`src/rtl/uart_pkg.sv`:
```
`default_nettype none
// ============================================================================
//  Module   : uart_pkg
//  Brief    : Shared UART definitions: rx state encoding, prescale constants
//             and the parity helper used by both the RX and TX sides.
//             The PARITY state exists only when UART_RX_PARITY_EN is defined.
//  Revision : 1.0  initial release
// ============================================================================
package uart_pkg;

    localparam int PRESCALE_8  = 8;
    localparam int PRESCALE_16 = 16;
    localparam int PRESCALE_32 = 32;

    typedef enum logic [2:0] {
        IDLE   = 3'd0,
        START  = 3'd1,
        DATA   = 3'd2,
`ifdef UART_RX_PARITY_EN
        PARITY = 3'd4,
`endif
        STOP   = 3'd3
    } rx_state_t;

    // Narrower words are zero-extended by the caller; zeros do not alter parity.
    function automatic logic parity_calc(input logic [31:0] data, input logic odd);
        return (^data) ^ odd;
    endfunction

endpackage
`default_nettype wire

```
`src/rtl/uart_rx_sampler.sv`:
```
`default_nettype none
// ============================================================================
//  Module   : uart_rx_sampler
//  Brief    : Captures the line at three mid-bit edge counts and presents the
//             2-of-3 majority vote as the decided bit value.
//  Revision : 1.0  initial release
// ============================================================================
module uart_rx_sampler
    import uart_pkg::*;
#(
    parameter int PRESCALE_W = 6
) (
    input  logic                  clk,
    input  logic                  rst,
    input  logic                  i_line,
    input  logic [PRESCALE_W-1:0] i_edge_cnt,
    input  logic [PRESCALE_W-1:0] i_half,
    output logic                  o_bit
);

    logic [2:0] r_smp;

    always_ff @(posedge clk or posedge rst) begin
        if (rst) begin
            r_smp <= 3'b111;
        end else begin
            if (i_edge_cnt == i_half - PRESCALE_W'(1)) r_smp[0] <= i_line;
            if (i_edge_cnt == i_half)                  r_smp[1] <= i_line;
            if (i_edge_cnt == i_half + PRESCALE_W'(1)) r_smp[2] <= i_line;
        end
    end

    assign o_bit = (r_smp[0] & r_smp[1]) | (r_smp[0] & r_smp[2]) | (r_smp[1] & r_smp[2]);

endmodule
`default_nettype wire

```
`src/rtl/uart_rx.sv`:
```
`default_nettype none
// ============================================================================
//  Module   : uart_rx
//  Brief    : Oversampling UART receiver with majority-vote bit decisions,
//             optional parity (enabled by macro UART_RX_PARITY_EN) and
//             one-cycle valid / error pulses.
//  Revision : 1.0  initial release
// ============================================================================
module uart_rx
    import uart_pkg::*;
#(
    parameter int DATA_WIDTH = 8,
    parameter int PRESCALE_W = 6
) (
    input  logic                  clk,
    input  logic                  RST,
    input  logic                  RX_IN,
    input  logic [PRESCALE_W-1:0] Prescale,
    input  logic                  PAR_EN,
    input  logic                  PAR_TYP,
    output logic [DATA_WIDTH-1:0] P_DATA,
    output logic                  data_valid,
    output logic                  par_err,
    output logic                  stp_err
);

    localparam int c_BIT_W = (DATA_WIDTH > 1) ? $clog2(DATA_WIDTH) : 1;

    logic [1:0]            r_sync;
    rx_state_t             r_state, w_state_nxt;
    logic [PRESCALE_W-1:0] r_edge_cnt, w_edge_nxt;
    logic [c_BIT_W-1:0]    r_bit_cnt, w_bit_nxt;
    logic [DATA_WIDTH-1:0] r_shift, w_shift_nxt;
    logic [PRESCALE_W-1:0] r_presc, w_presc_nxt, w_presc_norm;
    logic [DATA_WIDTH-1:0] r_p_data, w_pdata_nxt;
    logic                  r_dv, w_dv_nxt;
    logic                  r_se, w_se_nxt;
    logic                  w_line, w_bit, w_decide, w_last, w_perr;
    logic [PRESCALE_W-1:0] w_half;

`ifdef UART_RX_PARITY_EN
    logic r_par_en, w_par_en_nxt;
    logic r_par_typ, w_par_typ_nxt;
    logic r_par_flag, w_flag_nxt;
    logic r_pe, w_pe_nxt;
    assign w_perr  = r_par_flag;
    assign par_err = r_pe;
`else
    logic w_unused_par;
    assign w_unused_par = PAR_EN ^ PAR_TYP;
    assign w_perr       = 1'b0;
    assign par_err      = 1'b0;
`endif

    assign w_line   = r_sync[1];
    assign w_half   = r_presc >> 1;
    assign w_decide = (r_edge_cnt == w_half + PRESCALE_W'(2));
    assign w_last   = (r_edge_cnt == r_presc - PRESCALE_W'(1));

    // Unsupported ratios fall back to the slowest-sampling legal setting.
    always_comb begin
        w_presc_norm = PRESCALE_W'(PRESCALE_8);
        if (Prescale == PRESCALE_W'(PRESCALE_16) || Prescale == PRESCALE_W'(PRESCALE_32))
            w_presc_norm = Prescale;
    end

    uart_rx_sampler #(
        .PRESCALE_W (PRESCALE_W)
    ) u_sampler (
        .clk        (clk),
        .rst        (RST),
        .i_line     (w_line),
        .i_edge_cnt (r_edge_cnt),
        .i_half     (w_half),
        .o_bit      (w_bit)
    );

    always_comb begin
        w_state_nxt = r_state;
        w_edge_nxt  = r_edge_cnt;
        w_bit_nxt   = r_bit_cnt;
        w_shift_nxt = r_shift;
        w_presc_nxt = r_presc;
        w_pdata_nxt = r_p_data;
        w_dv_nxt    = 1'b0;
        w_se_nxt    = 1'b0;
`ifdef UART_RX_PARITY_EN
        w_par_en_nxt  = r_par_en;
        w_par_typ_nxt = r_par_typ;
        w_flag_nxt    = r_par_flag;
        w_pe_nxt      = 1'b0;
`endif
        if (r_state != IDLE)
            w_edge_nxt = w_last ? '0 : r_edge_cnt + PRESCALE_W'(1);

        case (r_state)
            IDLE: begin
                w_edge_nxt = '0;
                w_bit_nxt  = '0;
                // The cycle that first sees the low line is edge 0 of the start bit.
                if (!w_line) begin
                    w_state_nxt = START;
                    w_edge_nxt  = PRESCALE_W'(1);
                    w_presc_nxt = w_presc_norm;
`ifdef UART_RX_PARITY_EN
                    w_par_en_nxt  = PAR_EN;
                    w_par_typ_nxt = PAR_TYP;
                    w_flag_nxt    = 1'b0;
`endif
                end
            end
            START: begin
                if (w_decide && w_bit) begin
                    w_state_nxt = IDLE;
                    w_edge_nxt  = '0;
                end else if (w_last) begin
                    w_state_nxt = DATA;
                    w_bit_nxt   = '0;
                end
            end
            DATA: begin
                if (w_decide)
                    w_shift_nxt = {w_bit, r_shift[DATA_WIDTH-1:1]};
                if (w_last) begin
                    if (r_bit_cnt == c_BIT_W'(DATA_WIDTH - 1)) begin
                        w_bit_nxt = '0;
`ifdef UART_RX_PARITY_EN
                        w_state_nxt = r_par_en ? PARITY : STOP;
`else
                        w_state_nxt = STOP;
`endif
                    end else begin
                        w_bit_nxt = r_bit_cnt + c_BIT_W'(1);
                    end
                end
            end
`ifdef UART_RX_PARITY_EN
            PARITY: begin
                if (w_decide && (w_bit != parity_calc(32'(r_shift), r_par_typ)))
                    w_flag_nxt = 1'b1;
                if (w_last)
                    w_state_nxt = STOP;
            end
`endif
            STOP: begin
                // Leave half a bit early so an immediately following start edge is seen.
                if (w_decide) begin
                    w_state_nxt = IDLE;
                    w_edge_nxt  = '0;
                    w_se_nxt    = !w_bit;
                    if (w_bit && !w_perr) begin
                        w_pdata_nxt = r_shift;
                        w_dv_nxt    = 1'b1;
                    end
`ifdef UART_RX_PARITY_EN
                    w_pe_nxt = r_par_flag;
`endif
                end
            end
            default: begin
                w_state_nxt = IDLE;
                w_edge_nxt  = '0;
            end
        endcase
    end

    always_ff @(posedge clk or posedge RST) begin
        if (RST) begin
            r_sync     <= 2'b11;
            r_state    <= IDLE;
            r_edge_cnt <= '0;
            r_bit_cnt  <= '0;
            r_shift    <= '0;
            r_presc    <= PRESCALE_W'(PRESCALE_8);
            r_p_data   <= '0;
            r_dv       <= 1'b0;
            r_se       <= 1'b0;
`ifdef UART_RX_PARITY_EN
            r_par_en   <= 1'b0;
            r_par_typ  <= 1'b0;
            r_par_flag <= 1'b0;
            r_pe       <= 1'b0;
`endif
        end else begin
            r_sync     <= {r_sync[0], RX_IN};
            r_state    <= w_state_nxt;
            r_edge_cnt <= w_edge_nxt;
            r_bit_cnt  <= w_bit_nxt;
            r_shift    <= w_shift_nxt;
            r_presc    <= w_presc_nxt;
            r_p_data   <= w_pdata_nxt;
            r_dv       <= w_dv_nxt;
            r_se       <= w_se_nxt;
`ifdef UART_RX_PARITY_EN
            r_par_en   <= w_par_en_nxt;
            r_par_typ  <= w_par_typ_nxt;
            r_par_flag <= w_flag_nxt;
            r_pe       <= w_pe_nxt;
`endif
        end
    end

    assign P_DATA     = r_p_data;
    assign data_valid = r_dv;
    assign stp_err    = r_se;

endmodule
`default_nettype wire
```
`config.mk`:
```
export PLATFORM = sky130hd
export DESIGN_NAME = uart_rx
export DESIGN_NICKNAME = d
export VERILOG_FILES = /design/src/rtl/uart_pkg.sv /design/src/rtl/uart_rx_sampler.sv /design/src/rtl/uart_rx.sv
export SDC_FILE = /design/constraint.sdc
export NUM_CORES = 1
export LEC_CHECK = 0
export ABC_AREA = 1
export BUFFER_PORTS_ARGS = -buffer_cell sky130_fd_sc_hd__buf_2
export CAP_MARGIN = 20
export CORE_MARGIN = 2
export CORE_UTILIZATION = 60
export DETAILED_ROUTE_END_ITERATION = 8
export PLACE_DENSITY_LB_ADDON = 0.12
export SETUP_SLACK_MARGIN = 0.3
export SLEW_MARGIN = 40
export SYNTH_ARGS = -nofsm -noshare
export SYNTH_HDL_FRONTEND = slang
export SYNTH_HIERARCHICAL = 1
export SYNTH_SLANG_ARGS = --single-unit
```
`constraint.sdc`:
```
create_clock -name clk -period 2.33 [get_ports clk]
set_clock_uncertainty 0.15 [all_clocks]
set_input_delay 0.1165 -clock clk [delete_from_list [all_inputs] [get_ports clk]]
set_output_delay 0.1165 -clock clk [all_outputs]
set_load 0.02 [all_outputs]
```
==> impl_metrics.yaml, run 1 <==
yosys:
  synth_top_area_share_pct: 31.97
  yosysUniqueCellTypes: 29
  synth_flop_cell: "dfrtp_1"
  yosysTopAreaCell: "dfrtp_1"
  synth_area_per_cell_um2: 7.003
  yosysWarnings: 6
  synth_edf_count: 0
  ys_seq_area_share_pct: 37.89
  synth_area_um2: 2661
  async_reset_ff_share_pct: 100.0
  syn_inst: 380
  synth_area_leaders: "dfrtp_1 (32%), nand2_1 (19%), inv_1 (7.1%)"
  synth-seq-cells: 40
sta:
  tns_ns: 0
  slew_violations: 0
  finalSetupViolations: 0
  fmax_mhz: 471.7
  rsz0062_at_grt: "yes"
  fin_hold_ws_ns: 0.03639
  hold_violations: 0
  fin_crit_ns: 2.120
  slew_headroom_pct: 65.17
  timing.final.crit_share_pct: 90.98
  worst_pin_slew_ns: 0.5206
global_routing:
  antenna_found_initial: 0
  grt_pass1_wl_mm: 10.05
  grt_start_max_net_pins: 38
  grt_pass1_vias: 2377
  grt_usage_pct: 25.20
  grt-ovfl-total: 0
place:
  place_congestion: 0.8272
  io_buffers: 18
  hpwl_mm: 3.967
clock_network:
  path_clk_slew_ns: 0.08
  clock_path_buffers: 2
  cts_root_buffer: "clkbuf_8"
  numCtsBuffers: 5
  ctsHtreeMaxLevel: 2
  clkSinkCount: 40
  cts_tree: "done"
  clk_latency_ns: 0.29
die:
  core_um2: 4324
  std_cell_rows: 24
  dieArea_um2: 4984
  die_y_um: 70.60
  start_util_pct: 61.55
  die_x_um: 70.60
  ios: 22
setup_path:
  cp.arrival_ns: 2.15
  worstSetupEndpointType: "flip-flop"
  cp.depth: 12
  r2r_cells: 12
  crit_fanout: 3
  start_kind: "flip-flop"
  cp_data_required_time_ns: 2.36
  cp_common_cell: "nand2_4"
  critPathMaxStageDelay_ns: 0.60
  cp_top_family: "simple AND/OR/NAND/NOR gates"
  path_class: "reg2reg"
  cp_num_buf_inv: 1
  crit_chain: "inv_4 > ha_4 > xnor2_2 > nand3_2 > nor2_4 > nand2_4 > nand2_4 > nand2_4 > nor2_4 > nand2_2 > nand2_1 > nand2_1"
  worst_path_max_delay_cell: "dfstp_2"
cells_and_area:
  n_antenna_cell: 0
  final.fill_count: 339
  final_util_pct: 74.13
  finalNetCount: 439
  drive_gt1_share_pct: 26.19
  final_common_cell: "nand2_1"
  syn_to_final_growth_pct: 20.45
  layout_common_cells: "nand2_1 (120), inv_1 (47), nor2_1 (41)"
drt:
  drt_wl_total_mm: 5.937
  drc: 0
  dr.pass1.iters: 5
  post_drt_wl_per_cell_um: 12.58
  vias_per_cell: 5.210
  postRouteAntennaNets: 0
  vias: 2459
  drtIter0Drc: 137
power_and_ir_drop:
  leakagePower_nw: 1.636
  ir_worst_vdd_mv: 0.8468
  power_density_nw_per_um2: 799.7
hold_path:
  min_path_cells: 5
  hold_path.class: "in2reg"
status:
  status: "complete, no violations"
run:
  drv_cap: 0
where the power goes:
group	total (mW)	leakage, nW	internal (mW)	switching, mW
combinational	1.00	1.05	0.345	0.660
clock	0.614	0.0645	0.378	0.236
sequential	0.945	0.527	0.802	0.143
area by class of cell:
cell class	count	area, um2	area share [%]
clock buffers	7	96.34	3.005
clock inverters	1	30.03	0.9368
inverters	56	220.2	6.870
multi-input cells	284	1574	49.10
flip-flops and latches	40	1011	31.54
well taps	52	65.06	2.030
repair buffers	32	209.0	6.518
sequential cells by signal, summed over array words and instances, names as in the netlist:
signal,count
u_sampler/r_smp,3
P_DATA,8
r_edge_cnt,6
r_state,2
data_valid,1
r_bit_cnt,3
r_presc,6
stp_err,1
r_sync,2
r_shift,8
final timing paths:
kind                                                   to  slack [ns]                    from
setup / recovery                   r_state[1]$_DFFE_PP0P_        0.21  r_presc[3]$_DFFE_PP1P_
max in group asynchronous          r_presc[3]$_DFFE_PP1P_        1.33                     RST
hold / removal                     r_presc[3]$_DFFE_PP1P_        0.04             Prescale[0]
min in group asynchronous  u_sampler/r_smp[0]$_DFFE_PP1N_        0.29                     RST
hold reg to reg                       r_sync[1]$_DFF_PP1_        0.21     r_sync[0]$_DFF_PP1_
setup reg to reg                   r_state[1]$_DFFE_PP0P_        0.21  r_presc[3]$_DFFE_PP1P_
worst register-to-register path, delay by kind of cell, from the launching register on:
kind	cells	cell delay, ns
simple gates	9	0.82
flops	1	0.60
fa+ha+maj	1	0.22
xor+xnor	1	0.18
buf+inv	1	0.05
Yosys cell counts (3+ instances only):
cell type	number
inv_1	50
inv_2	5
o21ai_2	14
o21ai_0	5
nand2_4	3
nor2_1	42
ha_1	9
dfrtp_1	34
o21ai_1	5
nor2_2	5
nand2_2	5
dfstp_2	6
nand2_1	137
nand3_1	30
xnor2_1	7
nand4_1	5
what timing repair did:
item / CTS / global route
endpoints found under the hold margin: 40 / 0
gates resized for setup: 21 / 18
setup buffers: 4 / 2
cloned: 1 / 0
hold buffers: 4 / 0
pin swaps: 12 / 16
setup endpoints to repair: 27 / 28
per-stage QoR:
| stage | setup WS, ns | power, mW | instance area (um2) | instances |
|---|---|---|---|---|
| global route | 0.09056 | 2.741 | 3206 | 472 |
| floorplan | 0.2724 | 1.585 | 2694 | 382 |
| CTS | 0.2599 | 2.513 | 3132 | 470 |
| finish | 0.2101 | 2.563 | 3206 | 472 |
| detailed placement | 0.1456 | 1.779 | 2841 | 453 |
| global placement | 0.2273 | 1.749 | 2841 | 453 |
layer usage:
| layer | share of wire (%) | wire (um) | vias to the layer above | global-route usage (%) |
|---|---|---|---|---|
| met2 | 49 | 2927 | 69 | 42.14 |
| met4 | 2.2 | 129 | 0 | 8.386 |
| met1 | 44 | 2619 | 1118 | 33.30 |
| met3 | 4.4 | 261 | 19 | 4.843 |
| li1 | - | - | 1253 | - |
| met5 | 0 | 0 | - | 0 |
kinds of logic after synthesis:
family | count (synthesis) | synth area share, %
AO/OA/AOI/OAI | 27 | 7.193
XOR/XNOR | 9 | 2.962
adder cells (fa/ha/maj) | 10 | 4.608
buffers and inverters | 59 | 9.121
flip-flops | 40 | 37.89
other | 1 | 0.1409
AND/OR/NAND/NOR | 234 | 38.08
(Power assumes the default switching activity.)
==> run 2: changes to the inputs <==
Settings changed: CTS_CLUSTER_SIZE set to 28, SETUP_SLACK_MARGIN 0.3 to 0.1.
==> impl_metrics.yaml, run 2 (synthesized netlist as in run 1, its figures left out) <==
status:
  status: "complete, no violations"
setup_path:
  regToRegEndpoint: "P_DATA[3]$_DFFE_PP0P_"
  path_class: "reg2reg"
  r2r_cells: 10
  ff2ff_setup_slack_ns: 0.21
  cp_top_family: "simple AND/OR/NAND/NOR gates"
  cp_data_required_time_ns: 2.36
  rr_startpoint: "r_presc[3]$_DFFE_PP1P_"
  crit_chain: "inv_4 > ha_4 > xnor2_1 > nand3_1 > nor2_4 > nand2_4 > inv_6 > nand3_4 > nand2_2 > o21ai_2"
  worst_path_max_delay_cell: "dfstp_2"
  crit_fanout: 8
  cp_num_buf_inv: 2
  worstSetupEndpointType: "flip-flop"
  critPathMaxStageDelay_ns: 0.57
  start_kind: "flip-flop"
  cp.arrival_ns: 2.15
global_routing:
  grt_start_max_net_pins: 38
  grt_usage_pct: 24.48
  grt-ovfl-total: 0
  grt_pass1_vias: 2183
  grt_pass1_wl_mm: 9.639
  antenna_found_initial: 0
run:
  drv_cap: 0
place:
  hpwl_mm: 3.937
  place_congestion: 0.8627
  io_buffers: 18
  dp_cells: 453
drt:
  drtIter0Drc: 177
  drt_wl_total_mm: 5.705
  vias: 2392
  drc: 0
  vias_per_cell: 5.122
  dr.pass1.iters: 4
  post_drt_wl_per_cell_um: 12.22
  postRouteAntennaNets: 0
power_and_ir_drop:
  share_comb_of_total_power_pct: 37.8
  switching_share_pct: 41.01
  seqPwrFrac_pct: 38.7
  ir_worst_vdd_mv: 0.7712
  p_clk_share_pct: 23.5
  leakagePower_nw: 1.590
  switching_power_uw: 993.0
  intPower_mw: 1.428
  power_density_nw_per_um2: 783.2
clock_network:
  cts_root_buffer: "clkbuf_8"
  clk_latency_ns: 0.29
  ctsHtreeMaxLevel: 2
  numCtsBuffers: 5
  clock_path_buffers: 2
  cts_tree: "done"
  path_clk_slew_ns: 0.08
  clkSinkCount: 40
sta:
  worst_pin_slew_ns: 0.5132
  slew_violations: 0
  finalSetupViolations: 0
  fmax_mhz: 472.8
  fin_crit_ns: 2.115
  slew_headroom_pct: 65.66
  tns_ns: 0
  rsz0062_at_grt: "no"
  hold_violations: 0
  timing.final.crit_share_pct: 90.78
cells_and_area:
  regArea_um2: 1010
  finalNetCount: 434
  drive_gt1_share_pct: 22.17
  final_common_cell: "nand2_1"
  syn_to_final_growth_pct: 16.17
  instances_no_fill: 467
  n_antenna_cell: 0
  layout_common_cells: "nand2_1 (126), inv_1 (49), nor2_1 (42)"
  final.fill_count: 374
  multiInputGateArea_um2: 1516
die:
  die_x_um: 70.60
  ios: 22
  start_util_pct: 61.55
  die_y_um: 70.60
  dieArea_um2: 4984
  core_um2: 4324
  std_cell_rows: 24
hold_path:
  hold-path-endpoint: "r_presc[3]$_DFFE_PP1P_"
  hold_path.class: "in2reg"
  min_path_cells: 5
  min_from: "Prescale[0]"
## run 2: worst min-delay path, cell delays in order
cell and delay [ns]:
buf_2 0.07, nor2_1 0.03, nand2_1 0.06, nor3_2 0.05, a21oi_1 0.11
## run 2: worst max-delay path by stage
stage | from | end | slack, ns | cells past startpoint
floorplan | r_presc[3]$_DFFE_PP1P_ | P_DATA[5]$_DFFE_PP0P_ | 0.20 | 11
global placement | r_presc[3]$_DFFE_PP1P_ | P_DATA[4]$_DFFE_PP0P_ | 0.14 | 11
detailed placement | r_presc[3]$_DFFE_PP1P_ | P_DATA[3]$_DFFE_PP0P_ | 0.11 | 11
CTS | r_presc[3]$_DFFE_PP1P_ | r_edge_cnt[2]$_DFF_PP0_ | 0.10 | 11
global route | r_presc[3]$_DFFE_PP1P_ | r_state[1]$_DFFE_PP0P_ | 0.09 | 12
finish | r_presc[3]$_DFFE_PP1P_ | P_DATA[3]$_DFFE_PP0P_ | 0.21 | 10
## run 2: cell type report
| type | instances | area share [%] |
|---|---|---|
| multi-input combinational | 284 | 49.05 |
| sequential | 40 | 32.66 |
| inverter | 56 | 7.042 |
| timing repair buffer | 27 | 5.544 |
| clock buffer | 5 | 2.226 |
| tap | 52 | 2.104 |
| clock inverter | 3 | 1.376 |
## run 2: metal layers
metal | wire (um) | global-route usage [%] | up-vias
met5 | 0 | 0 | -
met4 | 77 | 7.757 | 0
met3 | 191 | 4.416 | 8
met2 | 2829 | 41.72 | 49
met1 | 2606 | 32.02 | 1099
li1 | - | - | 1236
## run 2: repair_timing
| action | CTS | global route |
|---|---|---|
| pin swaps | 0 | 8 |
| gates cloned | 1 | 0 |
| resized for setup | 1 | 24 |
| setup endpoints to repair | 3 | 27 |
| hold endpoints to repair | 40 | 0 |
| setup buffers | 0 | 1 |
| hold buffers | 4 | 0 |
## run 2: stage by stage
stage          instance area, um2  util, %  power, mW  hold WS (ns)  setup slack [ns]
2_1_floorplan                2669        -      1.581       -0.1002            0.2027
3_3_place_gp                 2824    65.31      1.746       0.03104            0.1399
3_5_place_dp                 2824    65.31      1.767       0.03067            0.1075
4_1_cts                      2993    69.21      2.362       0.03294            0.1032
5_1_grt                      3092    71.50      2.610       0.06965           0.08714
6_report                     3092    71.50      2.421       0.02935            0.2147
## run 2: power by group through the flow
stage,registers (mW),clock network (mW),logic [mW]
6_report,0.936,0.570,0.915
5_1_grt,0.947,0.601,1.06
4_1_cts,0.932,0.575,0.855
3_5_place_dp,0.943,0,0.825
3_3_place_gp,0.942,0,0.804
2_1_floorplan,0.907,0,0.674
==> run 3: changes to the inputs <==
Settings changed: CORE_ASPECT_RATIO set to 0.6.
==> impl_metrics.yaml, run 3 (synthesized netlist as in run 1, its figures left out) <==
power_and_ir_drop:
  intPower_mw: 1.539
  share_comb_of_total_power_pct: 37.5
  switching_power_mw: 1.008
  ir_worst_vdd_mv: 0.8941
  seqPwrFrac_pct: 36.3
  leakagePower_nw: 1.613
  power_density_nw_per_um2: 827.2
  switching_share_pct: 39.57
  total_power_mw: 2.547
  p_clk_share_pct: 26.3
die:
  start_util_pct: 63.53
  die_y_um: 55.59
  dieArea_um2: 5002
  core_um2: 4189
  die_x_um: 89.98
  ios: 22
  std_cell_rows: 18
clock_network:
  ctsHtreeMaxLevel: 2
  numCtsBuffers: 5
  path_clk_slew_ns: 0.08
  clkSinkCount: 40
  cts_setup_buffers: 0
  cts_root_buffer: "clkbuf_8"
  clk_latency_ns: 0.29
  clock_path_buffers: 2
  cts_tree: "done"
sta:
  finalSetupViolations: 0
  tns_ns: 0
  slew_violations: 0
  timing.final.crit_share_pct: 92.33
  fin_hold_ws_ns: 0.05169
  fmax_mhz: 464.9
  hold_violations: 0
  rsz0062_at_grt: "yes"
  setup_ws_ns: 0.1788
  fin_crit_ns: 2.151
setup_path:
  cp.arrival_ns: 2.17
  crit_fanout: 16
  worstSetupEndpointType: "flip-flop"
  start_kind: "flip-flop"
  cp_data_required_time_ns: 2.35
  path_class: "reg2reg"
  r2r_cells: 10
drt:
  postRouteAntennaNets: 0
  dr.pass1.iters: 5
  drtIter0Drc: 139
  vias: 2428
  drt_wl_total_mm: 6.150
  drc: 0
  vias_per_cell: 5.112
  post_drt_wl_per_cell_um: 12.95
run:
  drv_cap: 0
cells_and_area:
  layout_common_cells: "nand2_1 (134), inv_1 (49), nor2_1 (41)"
  fin_area_um2: 3079
  syn_to_final_growth_pct: 15.70
  n_antenna_cell: 0
  final_common_cell: "nand2_1"
  final_util_pct: 73.51
  instances_no_fill: 475
  final.fill_count: 347
  drive_gt1_share_pct: 20.00
  finalNetCount: 434
place:
  io_buffers: 18
  dp_cells: 462
  place_congestion: 0.9325
  dp_worst_setup_slack_ns: 0.05993
  postPlaceCellArea_um2: 2841
  hpwl_mm: 4.484
hold_path:
  hold_path.class: "in2reg"
  min_path_cells: 5
global_routing:
  grt-ovfl-total: 0
  grt_start_max_net_pins: 38
  grt_usage_pct: 25.25
  antenna_found_initial: 0
  grt_pass1_vias: 2215
  grt_pass1_wl_mm: 10.09
status:
  status: "complete, no violations"
## run 3: changes by cell type in the layout (fill, tap and decap cells not counted), sizes merged
cell,change
clkbuf,+1
clkinvlp,-1
bufinv,+1
clkinv,-1
## run 3: final cells by class
cell class	count	area (um2)	area share [%]
multi-input combinational	284	1483	48.15
sequential	40	1008	32.75
inverter	56	212.7	6.908
timing repair buffer	27	167.7	5.445
tap	60	75.07	2.438
clock buffer	6	72.57	2.357
clock inverter	2	60.06	1.950
## run 3: repair_timing
item	CTS	global route
endpoints found under the setup margin	12	23
gates cloned	0	1
endpoints found under the hold margin	40	0
pin swaps	1	5
hold buffers	4	0
gates resized for setup	2	10
## run 3: critical path, stage by stage, from the launching register on
cell	delay (ns)
dfstp_2	0.56
inv_2	0.07
ha_4	0.26
xnor2_1	0.10
nand3_1	0.13
nor2_4	0.19
nand2_4	0.09
inv_4	0.11
nand2_4	0.15
nand2_1	0.14
o21ai_2	0.06
## run 3: path summary, 6_finish.rpt
check                                       start                        endpoint  slack (ns)
min                                   Prescale[0]          r_presc[3]$_DFFE_PP1P_        0.05
max in group asynchronous                     RST             r_sync[0]$_DFF_PP1_        1.33
min in group asynchronous                     RST  u_sampler/r_smp[0]$_DFFE_PP1N_        0.30
max                        r_presc[3]$_DFFE_PP1P_          r_shift[6]$_DFFE_PP0P_        0.18
min reg2reg                   r_sync[0]$_DFF_PP1_             r_sync[1]$_DFF_PP1_        0.21
max reg2reg                r_presc[3]$_DFFE_PP1P_          r_shift[6]$_DFFE_PP0P_        0.18
## run 3: power groups by stage
stage	Sequential (mW)	Clock [mW]	Combinational, mW
floorplan	0.907	0	0.674
global placement	0.931	0	0.836
detailed placement	0.931	0	0.866
CTS	0.919	0.674	0.890
global route	0.934	0.703	1.09
finish	0.923	0.669	0.954
## run 3: per-layer routing
layer,up-vias,wire length [um],global-route usage (%)
li1,1241,-,-
met1,1112,3003,36.32
met2,75,2779,41.34
met3,0,367,4.743
met4,0,0,3.736
met5,-,0,0
